## config.mk

```make
export PLATFORM = sky130hd
export DESIGN_NAME = id_ex_pipe
export DESIGN_NICKNAME = d
export VERILOG_FILES = /design/src/rtl/id_ex_pipe.sv
export SDC_FILE = /design/constraint.sdc
export NUM_CORES = 1
export LEC_CHECK = 0
export BUFFER_PORTS_ARGS = -buffer_cell sky130_fd_sc_hd__buf_2
export CORE_AREA = 8 8 137 139
export DETAILED_ROUTE_END_ITERATION = 16
export DIE_AREA = 0 0 145 147
export PLACE_DENSITY = 0.8
export SLEW_MARGIN = 20
export SYNTH_ARGS = -nofsm -noshare
export SYNTH_HDL_FRONTEND = slang
export SYNTH_SLANG_ARGS = --single-unit
```

## constraint.sdc

```tcl
create_clock -name clk_i -period 2.1 [get_ports clk_i]
set_clock_uncertainty 0.05 [all_clocks]
set_input_delay 0.105 -clock clk_i [delete_from_list [all_inputs] [get_ports clk_i]]
set_output_delay 0.105 -clock clk_i [all_outputs]
set_load 0.02 [all_outputs]
```

## src/rtl/id_ex_pipe.sv

```systemverilog
// ID/EX pipeline register for the pipelined MIPS core: latches the decoder control
// word and ID operands, detects load-use hazards and converts flushes/stalls into bubbles.
module id_ex_pipe (
    input  logic        clk_i,
    input  logic        rst_i,
    input  logic        id_regwrite_i,
    input  logic        id_alusrc_i,
    input  logic        id_regdst_i,
    input  logic        id_branch_i,
    input  logic        id_memread_i,
    input  logic        id_memwrite_i,
    input  logic        id_memtoreg_i,
    input  logic [2:0]  id_aluop_i,
    input  logic [5:0]  id_op_i,
    input  logic [5:0]  id_funct_i,
    input  logic [31:0] id_pc4_i,
    input  logic [31:0] id_rs_data_i,
    input  logic [31:0] id_rt_data_i,
    input  logic [31:0] id_imm_i,
    input  logic [4:0]  id_rs_i,
    input  logic [4:0]  id_rt_i,
    input  logic [4:0]  id_rd_i,
    input  logic        flush_i,
    output logic        ex_regwrite_o,
    output logic        ex_alusrc_o,
    output logic        ex_regdst_o,
    output logic        ex_branch_o,
    output logic        ex_memread_o,
    output logic        ex_memwrite_o,
    output logic        ex_memtoreg_o,
    output logic [2:0]  ex_aluop_o,
    output logic [5:0]  ex_op_o,
    output logic [5:0]  ex_funct_o,
    output logic [31:0] ex_pc4_o,
    output logic [31:0] ex_rs_data_o,
    output logic [31:0] ex_rt_data_o,
    output logic [31:0] ex_imm_o,
    output logic [4:0]  ex_rs_o,
    output logic [4:0]  ex_rt_o,
    output logic [4:0]  ex_rd_o,
    output logic        ex_valid_o,
    output logic        stall_o,
    output logic [15:0] stall_cnt_o,
    output logic [15:0] flush_cnt_o
);

    // Control word layout: {regwrite, alusrc, regdst, branch, memread, memwrite, memtoreg, aluop[2:0]}
    logic [9:0]  ctrl_q, ctrl_d;
    logic        valid_q, valid_d;
    logic [15:0] stall_cnt_q, stall_cnt_d;
    logic [15:0] flush_cnt_q, flush_cnt_d;
    logic [5:0]  op_q, funct_q;
    logic [31:0] pc4_q, rs_data_q, rt_data_q, imm_q;
    logic [4:0]  rs_q, rt_q, rd_q;
    logic        hz_s;

    function automatic logic [15:0] sat_inc(input logic [15:0] v);
        return (v == 16'hFFFF) ? v : v + 16'd1;
    endfunction

    assign hz_s = valid_q & ctrl_q[5] & (rt_q != 5'd0) &
                  ((rt_q == id_rs_i) | (rt_q == id_rt_i));
    assign stall_o = hz_s & ~flush_i;

    // Next-state selection: flush, then load-use stall, then normal load
    always_comb begin
        ctrl_d      = {id_regwrite_i, id_alusrc_i, id_regdst_i, id_branch_i,
                       id_memread_i, id_memwrite_i, id_memtoreg_i, id_aluop_i};
        valid_d     = 1'b1;
        stall_cnt_d = stall_cnt_q;
        flush_cnt_d = flush_cnt_q;
        if (flush_i) begin
            ctrl_d      = 10'd0;
            valid_d     = 1'b0;
            flush_cnt_d = sat_inc(flush_cnt_q);
        end else if (hz_s) begin
            ctrl_d      = 10'd0;
            valid_d     = 1'b0;
            stall_cnt_d = sat_inc(stall_cnt_q);
        end else begin
            valid_d     = 1'b1;
        end
    end

    // Pipeline and counter registers; data fields load even on a bubble (don't-care)
    always_ff @(posedge clk_i or negedge rst_i) begin
        if (!rst_i) begin
            ctrl_q      <= 10'd0;
            valid_q     <= 1'b0;
            stall_cnt_q <= 16'd0;
            flush_cnt_q <= 16'd0;
            op_q        <= 6'd0;
            funct_q     <= 6'd0;
            pc4_q       <= 32'd0;
            rs_data_q   <= 32'd0;
            rt_data_q   <= 32'd0;
            imm_q       <= 32'd0;
            rs_q        <= 5'd0;
            rt_q        <= 5'd0;
            rd_q        <= 5'd0;
        end else begin
            ctrl_q      <= ctrl_d;
            valid_q     <= valid_d;
            stall_cnt_q <= stall_cnt_d;
            flush_cnt_q <= flush_cnt_d;
            op_q        <= id_op_i;
            funct_q     <= id_funct_i;
            pc4_q       <= id_pc4_i;
            rs_data_q   <= id_rs_data_i;
            rt_data_q   <= id_rt_data_i;
            imm_q       <= id_imm_i;
            rs_q        <= id_rs_i;
            rt_q        <= id_rt_i;
            rd_q        <= id_rd_i;
        end
    end

    assign ex_regwrite_o = ctrl_q[9];
    assign ex_alusrc_o   = ctrl_q[8];
    assign ex_regdst_o   = ctrl_q[7];
    assign ex_branch_o   = ctrl_q[6];
    assign ex_memread_o  = ctrl_q[5];
    assign ex_memwrite_o = ctrl_q[4];
    assign ex_memtoreg_o = ctrl_q[3];
    assign ex_aluop_o    = ctrl_q[2:0];
    assign ex_op_o       = op_q;
    assign ex_funct_o    = funct_q;
    assign ex_pc4_o      = pc4_q;
    assign ex_rs_data_o  = rs_data_q;
    assign ex_rt_data_o  = rt_data_q;
    assign ex_imm_o      = imm_q;
    assign ex_rs_o       = rs_q;
    assign ex_rt_o       = rt_q;
    assign ex_rd_o       = rd_q;
    assign ex_valid_o    = valid_q;
    assign stall_cnt_o   = stall_cnt_q;
    assign flush_cnt_o   = flush_cnt_q;

endmodule

```

==> flow_metrics.tcl <==
set metrics [dict create \
    drt_iter0_drc 187 \
    cp_slowest_stage_delay_ns 0.41 \
    ys_seq_elements 198 \
    seqPwrFrac_pct 47.7 \
    swShare_pct 27.8 \
    drcViolationCount 0 \
    combPwrFrac_pct 14.9 \
    hpwl_mm 14.6 \
    slowest_stage "dfrtp_2" \
    synth_compound_area_share_pct 0.918 \
    yosys.area_share.simple_pct 7.58 \
    ctsRootBufferMaster "clkbuf_16" \
    start_util_pct 35.0 \
    grt_pass1_vias 5693 \
    finalSetupViolCount 0 \
    final_net_count 1061 \
    slew_headroom_pct 66.1 \
    grt_pass1_wl_mm 34.2 \
    hold_slack_ns 0.0529 \
    critical_path_buf_inv_count 1 \
    die-area_sq_mm 0.0213 \
    min_period_ns 2.02 \
    finalHoldViolCount 0 \
    path_max_fanout 5 \
    globalplace.congestion 0.853 \
    grt.total_usage_pct 21.2 \
    die_x_um 145 \
    fin_area_sq_mm 0.0104 \
    via_count 4936 \
    p_sw_w 0.00244 \
    muxShareOfSynthArea_pct 0.577 \
    outcome "complete, no violations" \
    yosys.area_share.adder_pct 0.427 \
    grt_max_degree 59 \
    fp-row-count 48 \
    final-max-slew-violation-count 0 \
    tightest_slew_ns 0.508 \
    rsz0062_at_grt "no" \
    maxCapViolations 0 \
    syn_inst 326 \
    critPathCaptureType "flip-flop" \
    clock_path_buffers 2 \
    via_per_inst 4.36 \
    hold_path_class "primary input to flip-flop" \
    ios 367 \
    crit_path_start_kind "flip-flop" \
    portBuffers 366 \
    synth_xor_xnor_area_share_pct 5.38 \
    firstDrtPassIters 4 \
    synth_nets 496 \
    synthToLayoutAreaGrowth_pct 77.4 \
    synth_warnings 0 \
    syn_avg_cell_area_sq_um 18.0 \
    seq_area_frac_synth_pct 84.6 \
    postRouteAntennaNets 0 \
    final_util_pct 62.0 \
    clockPowerShare_pct 37.4 \
    fmax_mhz 496 \
    finalSetupTns_ns 0 \
    crit_type "flip-flop to flip-flop" \
    fin_crit_sh_pct 96.0 \
    syn_area_sq_mm 0.00586 \
    synth_top_family_by_area "simple AND/OR/NAND/NOR gates" \
    core_sq_mm 0.0168 \
    cts_buffers 17 \
    die_h_um 147 \
    grt.overflow.total 0 \
    drive_gt1_share_pct 47.3 \
    clk_pin_slew_ns 0.07 \
    yosysUniqueCellTypes 29 \
    wl_per_cell_um 20.0 \
    crit_family "simple AND/OR/NAND/NOR gates" \
    placed_cell_area_sq_mm 0.00810 \
    clk_latency_ns 0.42 \
    cellPowerDensity_mw_per_mm2 845 \
    antenna_found_initial 2 \
    drt-total-wl_mm 22.7 \
    internal_power_w 0.00634 \
    critical_path.cell_chain "ha_2 -> and3_1 -> and2b_1 -> and3_4 -> nor4_4 -> buf_4 -> mux2_4" \
    cts_tree "built" \
    power.leakage_nw 5.26 \
    cts.sinks 198 \
    worstPathRequired_ns 2.35 \
    crit_arrival_ns 2.27 \
    htreeDepth 4 \
    ir_drop_mv 0.614 \
]
==> sequential cells by signal, indices dropped and copies added, names as in the netlist <==
register and count:
ctrl_q 10, ex_funct_o 6, ex_imm_o 32, ex_op_o 6, ex_pc4_o 32, ex_rd_o 5
ex_rs_data_o 32, ex_rs_o 5, ex_rt_data_o 32, ex_rt_o 5, ex_valid_o 1, flush_cnt_o 16
stall_cnt_o 16
==> worst reg2reg max path: stages (launching register included) <==
cell and delay, ns:
dfrtp_2 0.41, ha_2 0.19, and3_1 0.20, and2b_1 0.18
and3_4 0.19, nor4_4 0.18, buf_4 0.20, mux2_4 0.30
==> kinds of logic (layout without fill, tap and decap cells) <==
logic type                 Yosys count  in the layout
muxes                                3              3
DFF                                198            198
xor gates and xnor gates            36             36
buffers and inverters                4            582
adders and majority gates            2              2
and+or+nand+nor                     76             76
AOI/OAI and AO/OA                    7              7
other                                0              2
==> through the flow <==
step                      setup slack (ns)  std cells  total power (W)
final                               0.0850       1131          0.00878
after global routing                0.0100       1131          0.00914
after CTS                           0.0500       1127          0.00882
after detailed placement            0.0993        928          0.00528
after global placement               0.145        928          0.00525
after floorplan                    0.00603        326          0.00469
==> final timing paths <==
path | start | endpoint | slack, ns | cells after the start
max | stall_cnt_o[0] | stall_cnt_o[1] | 0.08 | 7
min | flush_i | flush_cnt_o[0] | 0.05 | 3
max reg2reg | stall_cnt_o[0] | stall_cnt_o[1] | 0.08 | 7
min reg2reg | stall_cnt_o[11] | stall_cnt_o[11] | 0.44 | 1
max in group asynchronous | rst_i | ex_pc4_o[24] | 1.21 | 3
min in group asynchronous | rst_i | ex_rs_o[4] | 0.18 | 2
==> synth_stat cells <==
master / count / area, sq um
a41oi_1: 1 / 8.76
nand2_1: 14 / 52.6
nand4_1: 10 / 62.6
ha_1: 2 / 25.0
nor2_1: 10 / 37.5
a21oi_1: 3 / 15.0
mux2_2: 2 / 22.5
a22oi_2: 1 / 12.5
mux2_1: 1 / 11.3
o21ai_0: 1 / 5.00
buf_6: 2 / 22.5
nand2b_1: 1 / 6.26
nand3_2: 2 / 20.0
and2b_1: 1 / 7.51
and2_1: 12 / 75.1
o211ai_2: 1 / 12.5
and4_1: 3 / 26.3
buf_2: 1 / 5.00
xnor2_1: 23 / 201
and3_1: 5 / 31.3
or4_1: 1 / 7.51
nor3_2: 2 / 20.0
nor4_4: 1 / 21.3
xor2_1: 13 / 114
and3_4: 1 / 11.3
inv_1: 1 / 3.75
nor3_1: 2 / 10.0
dfrtp_1: 198 / 4950
nand3_1: 11 / 55.1
==> power groups by stage <==
stage                     clock network (W)  registers [W]  logic [W]
final                               0.00329        0.00419    0.00130
after floorplan                           0        0.00455   0.000148
after detailed placement                  0        0.00424    0.00104
after CTS                           0.00335        0.00417    0.00129
after global routing                0.00354        0.00421    0.00139
after global placement                    0        0.00423    0.00102
==> placed cells by master, fill, tap and decap left out, types with 2 or more instances in the layout <==
cell type      Yosys  routed
buf_2              1     365
dfrtp_1          198     196
dlygate4sd3_1      0     166
xnor2_1           23      23
clkbuf_16          0      17
nand2_1           14      14
buf_4              0      14
xor2_1            13      13
and2_1            12      12
nand3_1           11      11
nor2_1            10      10
nand4_1           10      10
inv_6              0       7
and3_1             5       5
and4_1             3       3
a21oi_1            3       3
clkinv_8           0       3
buf_12             0       3
diode_2            0       2
nor3_2             2       2
nor3_1             2       2
nand3_2            2       2
mux2_2             2       2
inv_8              0       2
dfrtp_2            0       2
==> routing by layer <==
layer,global-route usage (%),wire length [um],part of all wire (%)
met5,0,0,0
met4,8.89,614,2.7
met3,8.95,1980,8.7
met2,38.4,12200,54
met1,21.0,7870,35
==> layout make-up <==
class | count | area (sq um)
fill | 1194 | 6360
sequential | 198 | 4960
timing repair buffer | 549 | 3670
multi-input combinational | 124 | 878
clock buffer | 18 | 429
tap | 225 | 282
clock inverter | 14 | 171
antenna | 2 | 5.00
inverter | 1 | 3.75
==> repair_timing <==
action	CTS	global route
endpoints found under the setup margin	1	2
buffers inserted	1	2
pin swaps	1	1
resized for setup	0	1
hold endpoints to repair	217	0
gates cloned	0	0
hold buffers	166	0
Power figures use the tool's default switching activity.
